File: src/rtl/mux_pkg.sv
// Shared constants for the N-channel stream multiplexer.
//   MODE_FIXED : channel picked by the external select
//   MODE_RR    : automatic round-robin scan with a dwell count per channel
//   MODE_PAUSE : no captures; 2'd3 decodes as PAUSE as well
package mux_pkg;

    localparam logic [1:0] MODE_FIXED = 2'd0;
    localparam logic [1:0] MODE_RR    = 2'd1;
    localparam logic [1:0] MODE_PAUSE = 2'd2;

endpackage

File: src/rtl/mux_nch_stream_if.sv
// Stream bundle between N valid/ready producers, the multiplexer and one consumer.
//   in_data   N*W   channel i occupies [i*W +: W]
//   in_valid  N     per-channel valid
//   in_ready  N     per-channel ready, driven by the mux
//   out_data  W     registered output data
//   out_ch    SELW  channel tag of out_data
//   out_valid 1     output stage full
//   out_ready 1     consumer accepts
// master: producer/consumer side. slave: the multiplexer.
interface mux_nch_stream_if #(
    parameter int unsigned N    = 4,
    parameter int unsigned W    = 8,
    localparam int unsigned SELW = $clog2(N)
);

    logic [N*W-1:0]  in_data;
    logic [N-1:0]    in_valid;
    logic [N-1:0]    in_ready;
    logic [W-1:0]    out_data;
    logic [SELW-1:0] out_ch;
    logic            out_valid;
    logic            out_ready;

    modport master (
        output in_data, in_valid, out_ready,
        input  in_ready, out_data, out_ch, out_valid
    );

    modport slave (
        input  in_data, in_valid, out_ready,
        output in_ready, out_data, out_ch, out_valid
    );

endinterface

File: src/rtl/mux_rr_sel.sv
// Channel pointer and dwell counter for the stream multiplexer.
//   clk, rst     clock, synchronous active-high reset
//   mode_i       FIXED / RR / PAUSE
//   sel_i        external select, followed in FIXED when in range
//   capture_i    a beat is taken from cur_sel_o this cycle
//   cur_valid_i  in_valid of the currently selected channel
//   cur_sel_o    currently selected channel
module mux_rr_sel #(
    parameter int unsigned N     = 4,
    parameter int unsigned DWELL = 1,
    localparam int unsigned SELW = $clog2(N)
) (
    input  logic            clk,
    input  logic            rst,
    input  logic [1:0]      mode_i,
    input  logic [SELW-1:0] sel_i,
    input  logic            capture_i,
    input  logic            cur_valid_i,
    output logic [SELW-1:0] cur_sel_o
);
    import mux_pkg::*;

    localparam int unsigned     CNTW     = (DWELL > 1) ? $clog2(DWELL) : 1;
    localparam logic [CNTW-1:0] CNT_LAST = CNTW'(DWELL - 1);
    localparam logic [SELW-1:0] SEL_LAST = SELW'(N - 1);

    logic [SELW-1:0] sel_q, sel_d, sel_next;
    logic [CNTW-1:0] cnt_q, cnt_d, cnt_cur;
    logic            rr_q, rr_d;

    always_comb begin
        sel_next = (sel_q == SEL_LAST) ? '0 : sel_q + 1'b1;
        // A fresh entry into RR always starts with an empty dwell count.
        cnt_cur  = rr_q ? cnt_q : '0;
        sel_d    = sel_q;
        cnt_d    = cnt_q;
        rr_d     = (mode_i == MODE_RR);
        case (mode_i)
            MODE_FIXED: begin
                cnt_d = '0;
                if (32'(sel_i) < N) begin
                    sel_d = sel_i;
                end
            end
            MODE_RR: begin
                if (capture_i) begin
                    if (cnt_cur == CNT_LAST) begin
                        sel_d = sel_next;
                        cnt_d = '0;
                    end else begin
                        cnt_d = cnt_cur + 1'b1;
                    end
                end else if (!cur_valid_i) begin
                    // Idle channel: move on after a single cycle.
                    sel_d = sel_next;
                    cnt_d = '0;
                end else begin
                    // Backpressure: stay on this channel.
                    cnt_d = cnt_cur;
                end
            end
            default: begin
            end
        endcase
    end

    always_ff @(posedge clk) begin
        if (rst) begin
            sel_q <= '0;
            cnt_q <= '0;
            rr_q  <= 1'b0;
        end else begin
            sel_q <= sel_d;
            cnt_q <= cnt_d;
            rr_q  <= rr_d;
        end
    end

    assign cur_sel_o = sel_q;

endmodule

File: src/rtl/mux_nch_stream.sv
// N-channel, W-bit registered stream multiplexer.
//   clk, rst  clock, synchronous active-high reset
//   mode_i    0=FIXED, 1=ROUND_ROBIN, 2/3=PAUSE
//   sel_i     channel select for FIXED mode
//   bus       stream bundle (inputs, per-channel ready, registered output stage)
//   cur_sel   currently selected channel
module mux_nch_stream #(
    parameter int unsigned N     = 4,
    parameter int unsigned W     = 8,
    parameter int unsigned DWELL = 1,
    localparam int unsigned SELW = $clog2(N)
) (
    input  logic             clk,
    input  logic             rst,
    input  logic [1:0]       mode_i,
    input  logic [SELW-1:0]  sel_i,
    mux_nch_stream_if.slave  bus,
    output logic [SELW-1:0]  cur_sel
);
    import mux_pkg::*;

    logic            load, pause, capture, cur_valid;
    logic [N-1:0]    in_ready;
    logic [W-1:0]    cur_data;
    logic [W-1:0]    out_data_q, out_data_d;
    logic [SELW-1:0] out_ch_q, out_ch_d;
    logic            out_valid_q, out_valid_d;

    mux_rr_sel #(
        .N     (N),
        .DWELL (DWELL)
    ) u_rr_sel (
        .clk         (clk),
        .rst         (rst),
        .mode_i      (mode_i),
        .sel_i       (sel_i),
        .capture_i   (capture),
        .cur_valid_i (cur_valid),
        .cur_sel_o   (cur_sel)
    );

    assign load  = !out_valid_q || bus.out_ready;
    assign pause = (mode_i != MODE_FIXED) && (mode_i != MODE_RR);

    always_comb begin
        cur_data  = '0;
        cur_valid = 1'b0;
        in_ready  = '0;
        for (int i = 0; i < int'(N); i++) begin
            if (cur_sel == SELW'(i)) begin
                cur_data    = bus.in_data[i*W +: W];
                cur_valid   = bus.in_valid[i];
                in_ready[i] = load && !pause && !rst;
            end
        end
    end

    assign capture      = cur_valid && (|in_ready);
    assign bus.in_ready = in_ready;

    always_comb begin
        out_data_d  = out_data_q;
        out_ch_d    = out_ch_q;
        out_valid_d = out_valid_q;
        if (capture) begin
            out_data_d  = cur_data;
            out_ch_d    = cur_sel;
            out_valid_d = 1'b1;
        end else if (bus.out_ready) begin
            out_valid_d = 1'b0;
        end
    end

    always_ff @(posedge clk) begin
        if (rst) begin
            out_data_q  <= '0;
            out_ch_q    <= '0;
            out_valid_q <= 1'b0;
        end else begin
            out_data_q  <= out_data_d;
            out_ch_q    <= out_ch_d;
            out_valid_q <= out_valid_d;
        end
    end

    assign bus.out_data  = out_data_q;
    assign bus.out_ch    = out_ch_q;
    assign bus.out_valid = out_valid_q;

endmodule

File: src/flat_wrapper.sv
// flat-port wrapper written by rule: the top's interface ports become plain ports
module mux_nch_stream_flat import mux_pkg::*;
#(
    parameter int unsigned N     = 4,
    parameter int unsigned W     = 8,
    parameter int unsigned DWELL = 1,
    localparam int unsigned SELW = $clog2(N)
)
  (clk, rst, mode_i, sel_i, cur_sel, bus_in_data, bus_in_valid, bus_out_ready, bus_in_ready, bus_out_data, bus_out_ch, bus_out_valid);
  mux_nch_stream_if #(.N(N), .W(W)) bus_i ();
  input  logic clk;
  input  logic rst;
  input  logic [1:0] mode_i;
  input  logic [SELW-1:0] sel_i;
  output logic [SELW-1:0] cur_sel;
  input wire logic [$bits(bus_i.in_data)-1:0] bus_in_data;
  input wire logic [$bits(bus_i.in_valid)-1:0] bus_in_valid;
  input wire logic [$bits(bus_i.out_ready)-1:0] bus_out_ready;
  output wire logic [$bits(bus_i.in_ready)-1:0] bus_in_ready;
  output wire logic [$bits(bus_i.out_data)-1:0] bus_out_data;
  output wire logic [$bits(bus_i.out_ch)-1:0] bus_out_ch;
  output wire logic [$bits(bus_i.out_valid)-1:0] bus_out_valid;
  assign bus_i.in_data = bus_in_data;
  assign bus_i.in_valid = bus_in_valid;
  assign bus_i.out_ready = bus_out_ready;
  assign bus_in_ready = bus_i.in_ready;
  assign bus_out_data = bus_i.out_data;
  assign bus_out_ch = bus_i.out_ch;
  assign bus_out_valid = bus_i.out_valid;
  mux_nch_stream #(.N(N), .W(W), .DWELL(DWELL)) u_core (.clk(clk), .rst(rst), .mode_i(mode_i), .sel_i(sel_i), .bus(bus_i), .cur_sel(cur_sel));
endmodule
File: config.mk
export PLATFORM = sky130hd
export DESIGN_NAME = mux_nch_stream_flat
export DESIGN_NICKNAME = d
export VERILOG_FILES = /design/src/rtl/mux_pkg.sv /design/src/rtl/mux_nch_stream_if.sv /design/src/rtl/mux_rr_sel.sv /design/src/rtl/mux_nch_stream.sv /design/src/flat_wrapper.sv
export SDC_FILE = /design/constraint.sdc
export NUM_CORES = 1
export LEC_CHECK = 0
export ABC_AREA = 1
export CORE_AREA = 2 2 56 58
export DETAILED_ROUTE_END_ITERATION = 10
export DIE_AREA = 0 0 58 60
export GPL_TIMING_DRIVEN = 0
export PLACE_DENSITY_LB_ADDON = 0.05
export SLEW_MARGIN = 20
export SYNTH_ARGS = -nofsm -noshare
export SYNTH_HDL_FRONTEND = slang
export SYNTH_HIERARCHICAL = 1
export SYNTH_SLANG_ARGS = --single-unit
File: constraint.sdc
create_clock -name clk -period 2 [get_ports clk]
set_clock_uncertainty 0.15 [all_clocks]
set_input_delay 0.3 -clock clk [delete_from_list [all_inputs] [get_ports clk]]
set_output_delay 0.3 -clock clk [all_outputs]
set_load 0.01 [all_outputs]
==> summary.log, run 1 <==
INFO  power_and_ir_drop power_frac_comb=38.7%
INFO  worst_setup_path cp_data_arrival_time=1.49ns
INFO  grt            grtUsageMet1=21.3%
INFO  logic_synthesis syn_warnings=6
INFO  grt            grt_max_degree=11
INFO  floorplanning  floorplan.die_area=0.00348mm²
INFO  placed_design  numPlacedInstances=264
INFO  grt            globalRoute.totalOverflow=0
INFO  sta            hold_ws=0.340ns
INFO  final_layout   post_route_cells_drive_above_1_share=11.9%
INFO  logic_synthesis yosysUniqueCellTypes=21
INFO  logic_synthesis post_synth_inst_count=172
INFO  route          wire_per_inst=11.8µm
INFO  cts            clk_pin_slew=0.08ns
INFO  final_layout   finalNonFillerCells=269
INFO  cts            h_tree_levels=1
INFO  cts            cts_inserted_buffers=3
INFO  sta            maxClockFrequency=516MHz
INFO  cts            number_of_clock_sinks=15
INFO  sta            rsz0062_at_grt=no
INFO  sta            timing.final.max_slew_violations=0
INFO  logic_synthesis synthesis.nets=216
INFO  worst_setup_path worst_setup_path_end_kind=output port
INFO  worst_setup_path critical_path_peak_fanout=4
INFO  floorplanning  ports=60
INFO  grt            groute.layer.met2.usage=38.6%
INFO  run_status     status=complete, no violations
INFO  worst_setup_path crit_type=primary input to output port
INFO  power_and_ir_drop static-leakage-power=0.791nW
INFO  sta            final_period_minus_worst_setup_slack=1.94ns
INFO  route          finalWirelength=3170µm
INFO  route          drt.antenna.violating_nets=0
INFO  route          initial_drt_pass_iterations=5
INFO  floorplanning  num_rows=20
INFO  floorplanning  initial_utilization=34.5%
INFO  floorplanning  die_x=58µm
INFO  final_layout   area_growth=68.5%
INFO  final_layout   finish.utilization=58.2%
INFO  power_and_ir_drop net_switching_power=264µW
INFO  placed_design  io_buffers=59
INFO  placed_design  gp_congestion=0.696
INFO  worst_setup_path cp.required=1.55ns
INFO  grt            groute.layer.met3.usage=4.76%
INFO  logic_synthesis synth_area=0.00100mm²
INFO  sta            finalSetupViolCount=0
INFO  sta            tightest_slew=0.426ns
INFO  cts            clkLatencyLatePin=0.29ns
INFO  power_and_ir_drop power_per_cell_area=492mW/mm²
INFO  placed_design  dp_slack=-0.625ns
INFO  sta            maxSlewHeadroom=71.5%
INFO  sta            hold_viol_final=0
INFO  final_layout   final_nets=281
INFO  route          via_per_inst=4.64
INFO  worst_setup_path crit_path_start_kind=primary input
INFO  cts            max-clock-path-buffers=2
INFO  power_and_ir_drop intPower=567µW
INFO  sta            post-route-period-util=96.9%
INFO  logic_synthesis seq_area_frac_synth=30.0%
INFO  placed_design  dp_hpwl=2460µm
INFO  route          routed-via-count=1249
INFO  grt            number_of_global_route_vias_before_repair=1184
INFO  logic_synthesis synth.ff_latch_count=15
INFO  hold_path      hold_path_class=register to register
INFO  final_layout   insertedDiodeCount=0
INFO  floorplanning  core-area=0.00290mm²
INFO  grt            grt_first_pass_wirelength=5200µm
INFO  logic_synthesis synthesis.area_per_instance=5.83µm²
INFO  power_and_ir_drop p_seq_share=40.4%
INFO  route          detail_route.iter0.violations=40
INFO  sta            setup_slack=0.0621ns
INFO  cts            clock_tree_root_driver_cell=clkbuf_4
INFO  power_and_ir_drop vdd_ir_drop_max=324µV
INFO  grt            grt_busiest_layer=met2
INFO  power_and_ir_drop total_power=831µW
INFO  cts            tritoncts=built
INFO  grt            groute.usage.overall=19.6%
INFO  job            maxCapViolations=0
INFO  power_and_ir_drop clock_power_share=20.9%
INFO  floorplanning  dieHeight=60µm
INFO  cts            holdBufCountCts=0
INFO  power_and_ir_drop netSwitchingFraction=31.8%
INFO  route          drt_drc_violations_left=0
INFO  worst_setup_path setup.reg_to_reg.worst_slack=0.14ns
INFO  grt            number_of_antenna_violations_at_the_first_check_in_global_routing=0
-- Yosys cell counts --
master	number	area (µm²)
ha_1	1	12.5
dfxtp_1	15	300
nor2_4	1	11.3
buf_6	2	22.5
nor2_2	1	6.26
or2_0	1	6.26
clkbuf_1	1	3.75
nand2_2	2	12.5
nor2_1	25	93.8
a21oi_1	1	5.00
nand2_1	62	233
inv_2	3	11.3
o21ai_0	4	20.0
nand3_1	13	65.1
nor3_1	4	20.0
or2_2	2	12.5
o21ai_1	1	5.00
nand3_2	2	20.0
buf_4	2	15.0
inv_1	22	82.6
nand4_1	7	43.8
-- state kept, by name, indices dropped and copies added, names as in the netlist --
register                   flops
u_core/bus.out_data            8
u_core/u_rr_sel/rr_q           1
u_core/bus.out_ch              2
u_core/bus.out_valid           1
u_core/u_rr_sel/cnt_q          1
u_core/u_rr_sel/cur_sel_o      2
-- worst max-delay path, cell delays in order --
cell and delay, ns:
clkdlybuf4s50_1 0.45, nor2_1 0.08, nor3_4 0.24, inv_2 0.08, nor2_1 0.09, clkdlybuf4s15_1 0.25
-- worst paths after layout --
| kind | startpoint | endpoint | cells past startpoint |
|---|---|---|---|
| max | bus_out_ready | bus_in_ready[3] | 6 |
| min | u_core/bus.out_ch[1] | u_core/bus.out_ch[1] | 2 |
| max reg2reg | u_core/u_rr_sel/cur_sel_o[0] | u_core/u_rr_sel/cur_sel_o[0] | 14 |
| min reg2reg | u_core/bus.out_ch[1] | u_core/bus.out_ch[1] | 2 |
-- layer usage --
layer	up-vias	routed length, µm
li1	659	-
met1	557	1290
met3	3	155
met5	-	0
met4	0	10
met2	30	1710
-- area by class of cell --
cell class,instances,area [µm²]
tap,33,41.3
fill,284,1210
timing repair buffer,60,582
inverter,25,93.8
buffer,5,45.0
clock buffer,4,26.3
sequential,15,308
multi-input combinational,127,593
-- per-stage QoR --
| stage | instance area, µm² | setup TNS (ns) |
|---|---|---|
| 6_report | 1690 | 0 |
| 5_1_grt | 1690 | 0 |
| 4_1_cts | 1660 | 0 |
| 3_5_place_dp | 1630 | -3.52 |
| 3_3_place_gp | 1630 | -3.25 |
| 2_1_floorplan | 1000 | 0 |
-- power by group through the flow --
stage,logic [mW],registers (mW),clock network [mW]
global placement,0.308,0.340,0
global route,0.357,0.339,0.196
detailed placement,0.313,0.341,0
CTS,0.314,0.335,0.179
finish,0.322,0.336,0.174
floorplan,0.140,0.349,0
-- logic make-up after synthesis --
logic type | synth area share (%)
AO/OA/AOI/OAI | 3.00
adder cells (fa/ha/maj) | 1.25
buffers and inverters | 13.5
flip-flops | 30.0
AND/OR/NAND/NOR | 52.3
-- what timing repair did --
item	in CTS	in global routing
endpoints found under the hold margin	0	0
pin swaps	1	1
setup endpoints to repair	6	7
cloned	0	0
setup buffers	0	1
resized for setup	19	10
-- layout by cell type, fill, tap and decap left out --
| master | count |
|---|---|
| nand2_1 | 61 |
| clkdlybuf4s50_1 | 54 |
| nor2_1 | 24 |
| inv_1 | 21 |
| nand3_1 | 13 |
| dfxtp_1 | 13 |
| nand4_1 | 7 |
| o21ai_0 | 4 |
| inv_2 | 4 |
| clkbuf_4 | 3 |
| buf_2 | 3 |
| buf_6 | 3 |
| nor2_4 | 3 |
| nand2_2 | 3 |
| nor3_1 | 3 |
| clkbuf_1 | 2 |
| buf_4 | 2 |
| nand3_2 | 2 |
| or2_2 | 2 |
| dfxtp_4 | 2 |
| dlygate4sd2_1 | 1 |
| clkdlybuf4s15_1 | 1 |
| nor3_4 | 1 |
| or2_1 | 1 |
| o21ai_1 | 1 |
| a21oi_1 | 1 |
| ha_1 | 1 |
No activity file was read; power rests on OpenSTA's default activity.
==> inputs of run 2 (changes only) <==
--- a/config.mk
+++ b/config.mk
@@ -9,8 +9,7 @@
 export CORE_AREA = 2 2 56 58
 export DETAILED_ROUTE_END_ITERATION = 10
 export DIE_AREA = 0 0 58 60
-export GPL_TIMING_DRIVEN = 0
-export PLACE_DENSITY_LB_ADDON = 0.05
+export PLACE_DENSITY = 0.76
 export SLEW_MARGIN = 20
 export SYNTH_ARGS = -nofsm -noshare
 export SYNTH_HDL_FRONTEND = slang
==> summary.log, run 2 (synthesis gave the netlist of run 1 again) <==
INFO  worst_setup_path worst_setup_path_end_kind=output port
INFO  hold_path      worst_hold_path_depth=2
INFO  power_and_ir_drop power_frac_comb=38.3%
INFO  worst_setup_path critical_path.cell_chain=clkdlybuf4s50_1, nor2_1, nor3_1, buf_4, inv_1, nor3_1, buf_2
INFO  final_layout   finish.utilization=57.4%
INFO  worst_setup_path crit_path_start_kind=primary input
INFO  final_layout   largest_reg_flops=8
INFO  route          finalWirelength=2850µm
INFO  power_and_ir_drop vdd_ir_drop_max=471µV
INFO  floorplanning  num_rows=20
INFO  route          drt.antenna.violating_nets=0
INFO  grt            globalRoute.totalOverflow=0
INFO  cts            clock_tree_root_driver_cell=clkbuf_4
INFO  route          routed-via-count=1237
INFO  floorplanning  die_x=58µm
INFO  power_and_ir_drop p_seq_share=41.0%
INFO  sta            final_period_minus_worst_setup_slack=1.94ns
INFO  hold_path      hold_start=u_core/u_rr_sel/cnt_q
INFO  power_and_ir_drop net_switching_power=248µW
INFO  floorplanning  floorplan.die_area=0.00348mm²
INFO  cts            max-clock-path-buffers=2
INFO  worst_setup_path cpMostUsedCell=nor3_1
INFO  final_layout   mostFrequentLayoutCell=nand2_1
INFO  sta            hold_viol_final=0
INFO  floorplanning  core-area=0.00290mm²
INFO  worst_setup_path cp.required=1.55ns
INFO  cts            number_of_clock_sinks=15
INFO  cts            clkLatencyLatePin=0.28ns
INFO  final_layout   post_route_cells_drive_above_1_share=11.8%
INFO  placed_design  gp_congestion=0.780
INFO  final_layout   insertedDiodeCount=0
INFO  sta            finalSetupViolCount=0
INFO  sta            final.setup.tns=0ns
INFO  sta            tightest_slew=0.431ns
INFO  floorplanning  dieHeight=60µm
INFO  grt            number_of_global_route_vias_before_repair=1127
INFO  worst_setup_path crit_type=primary input to output port
INFO  worst_setup_path regToRegStartpoint=u_core/u_rr_sel/cur_sel_o[0]
INFO  final_layout   final_area=0.00167mm²
INFO  power_and_ir_drop netSwitchingFraction=30.5%
INFO  final_layout   area_growth=66.2%
INFO  cts            h_tree_levels=1
INFO  grt            groute.usage.overall=17.4%
INFO  worst_setup_path critical_path.slowest_cell=clkdlybuf4s50_1
INFO  sta            rsz0062_at_grt=yes
INFO  route          wire_per_inst=10.5µm
INFO  cts            clk_pin_slew=0.08ns
INFO  cts            tritoncts=built
INFO  placed_design  dp_hpwl=2330µm
INFO  grt            grt_max_degree=20
INFO  route          drt_drc_violations_left=0
INFO  sta            maxClockFrequency=517MHz
INFO  floorplanning  ports=60
INFO  cts            cts_inserted_buffers=3
INFO  placed_design  io_buffers=59
INFO  sta            maxSlewHeadroom=71.1%
INFO  cts            holdBufCountCts=0
INFO  worst_setup_path setup.reg_to_reg.worst_slack=0.24ns
INFO  run_status     status=complete, no violations
INFO  final_layout   mostFrequentLayoutCells=nand2_1 (62), clkdlybuf4s50_1 (55), nor2_1 (25), inv_1 (22), dfxtp_1 (14)
INFO  power_and_ir_drop clock_power_share=20.7%
INFO  route          via_per_inst=4.56
INFO  worst_setup_path crit_family=buffers and inverters
INFO  floorplanning  initial_utilization=34.5%
INFO  power_and_ir_drop power_per_cell_area=488mW/mm²
INFO  job            maxCapViolations=0
INFO  grt            grt_first_pass_wirelength=4710µm
INFO  grt            number_of_antenna_violations_at_the_first_check_in_global_routing=0
INFO  power_and_ir_drop static-leakage-power=0.796nW
INFO  sta            post-route-period-util=96.8%
INFO  power_and_ir_drop intPower=565µW
INFO  worst_setup_path cp_data_arrival_time=1.49ns
INFO  worst_setup_path r2r_end=u_core/u_rr_sel/cur_sel_o[0]
INFO  worst_setup_path critical-path-max-stage-delay=0.45ns
INFO  placed_design  postPlaceCellArea=0.00165mm²
INFO  route          detail_route.iter0.violations=61
INFO  worst_setup_path rr_worst_depth=10
INFO  worst_setup_path critPathBufInv=4
INFO  power_and_ir_drop total_power=813µW
INFO  worst_setup_path critical_path_peak_fanout=4
INFO  sta            hold_ws=0.310ns
INFO  hold_path      min_to=u_core/u_rr_sel/cnt_q
INFO  route          initial_drt_pass_iterations=4
INFO  hold_path      hold_path_class=register to register
INFO  sta            timing.final.max_slew_violations=0
INFO  final_layout   final_nets=283
==> run 2: power groups by stage <==
stage	Combinational, mW	Clock, mW	Sequential, mW
after floorplan	0.140	0	0.349
after global placement	0.314	0	0.339
after detailed placement	0.315	0	0.340
after CTS	0.316	0.179	0.333
after global routing	0.348	0.198	0.336
final	0.312	0.169	0.333
==> run 2: worst reg2reg max path, stage by stage (launching register included) <==
cell,delay (ns)
dfxtp_2,0.37
nor2_2,0.38
nand2_2,0.10
nand4_1,0.13
inv_1,0.06
nor2_1,0.16
nand2_2,0.08
nand3_2,0.09
nand2_1,0.06
nand2_1,0.05
nor2_1,0.04
==> run 2: worst max-delay path by stage <==
stage,startpoint,slack [ns],depth (start not counted),end
4_1_cts,bus_out_ready,0.004,7,bus_in_ready[2]
3_5_place_dp,bus_out_ready,-0.30,7,bus_in_ready[1]
3_3_place_gp,bus_out_ready,-0.29,7,bus_in_ready[1]
5_1_grt,bus_out_ready,-0.03,7,bus_in_ready[2]
2_1_floorplan,u_core/u_rr_sel/cur_sel_o[0],0.12,12,u_core/u_rr_sel/cur_sel_o[0]
6_report,bus_out_ready,0.06,7,bus_in_ready[1]
==> run 2: through the flow <==
step / worst slack (ns) / cells
final: 0.0642 / 271
after global routing: -0.0325 / 271
after CTS: 0.00370 / 271
after detailed placement: -0.301 / 267
after global placement: -0.294 / 267
after floorplan: 0.123 / 172
==> run 2: cell type report <==
cell class	instances	area [µm²]
Clock buffer	4	26.3
Fill cell	310	1240
Inverter	25	93.8
Multi-Input combinational cell	127	572
Sequential cell	15	302
Tap cell	33	41.3
Timing Repair Buffer	67	631
==> run 2: layer usage <==
layer  up-vias  routed length, µm  track usage (%)
met2        47               1330             31.0
met1       526               1230             21.0
met3         2                283             5.41
li1        662                  -                -
met4         0                 14             2.66
met5         -                  0                0
==> run 2: what timing repair did <==
action                     in CTS  in global routing
setup endpoints to repair       4                  7
gates resized for setup         8                  9
pin swaps                       0                  1
setup buffers                   0                  0
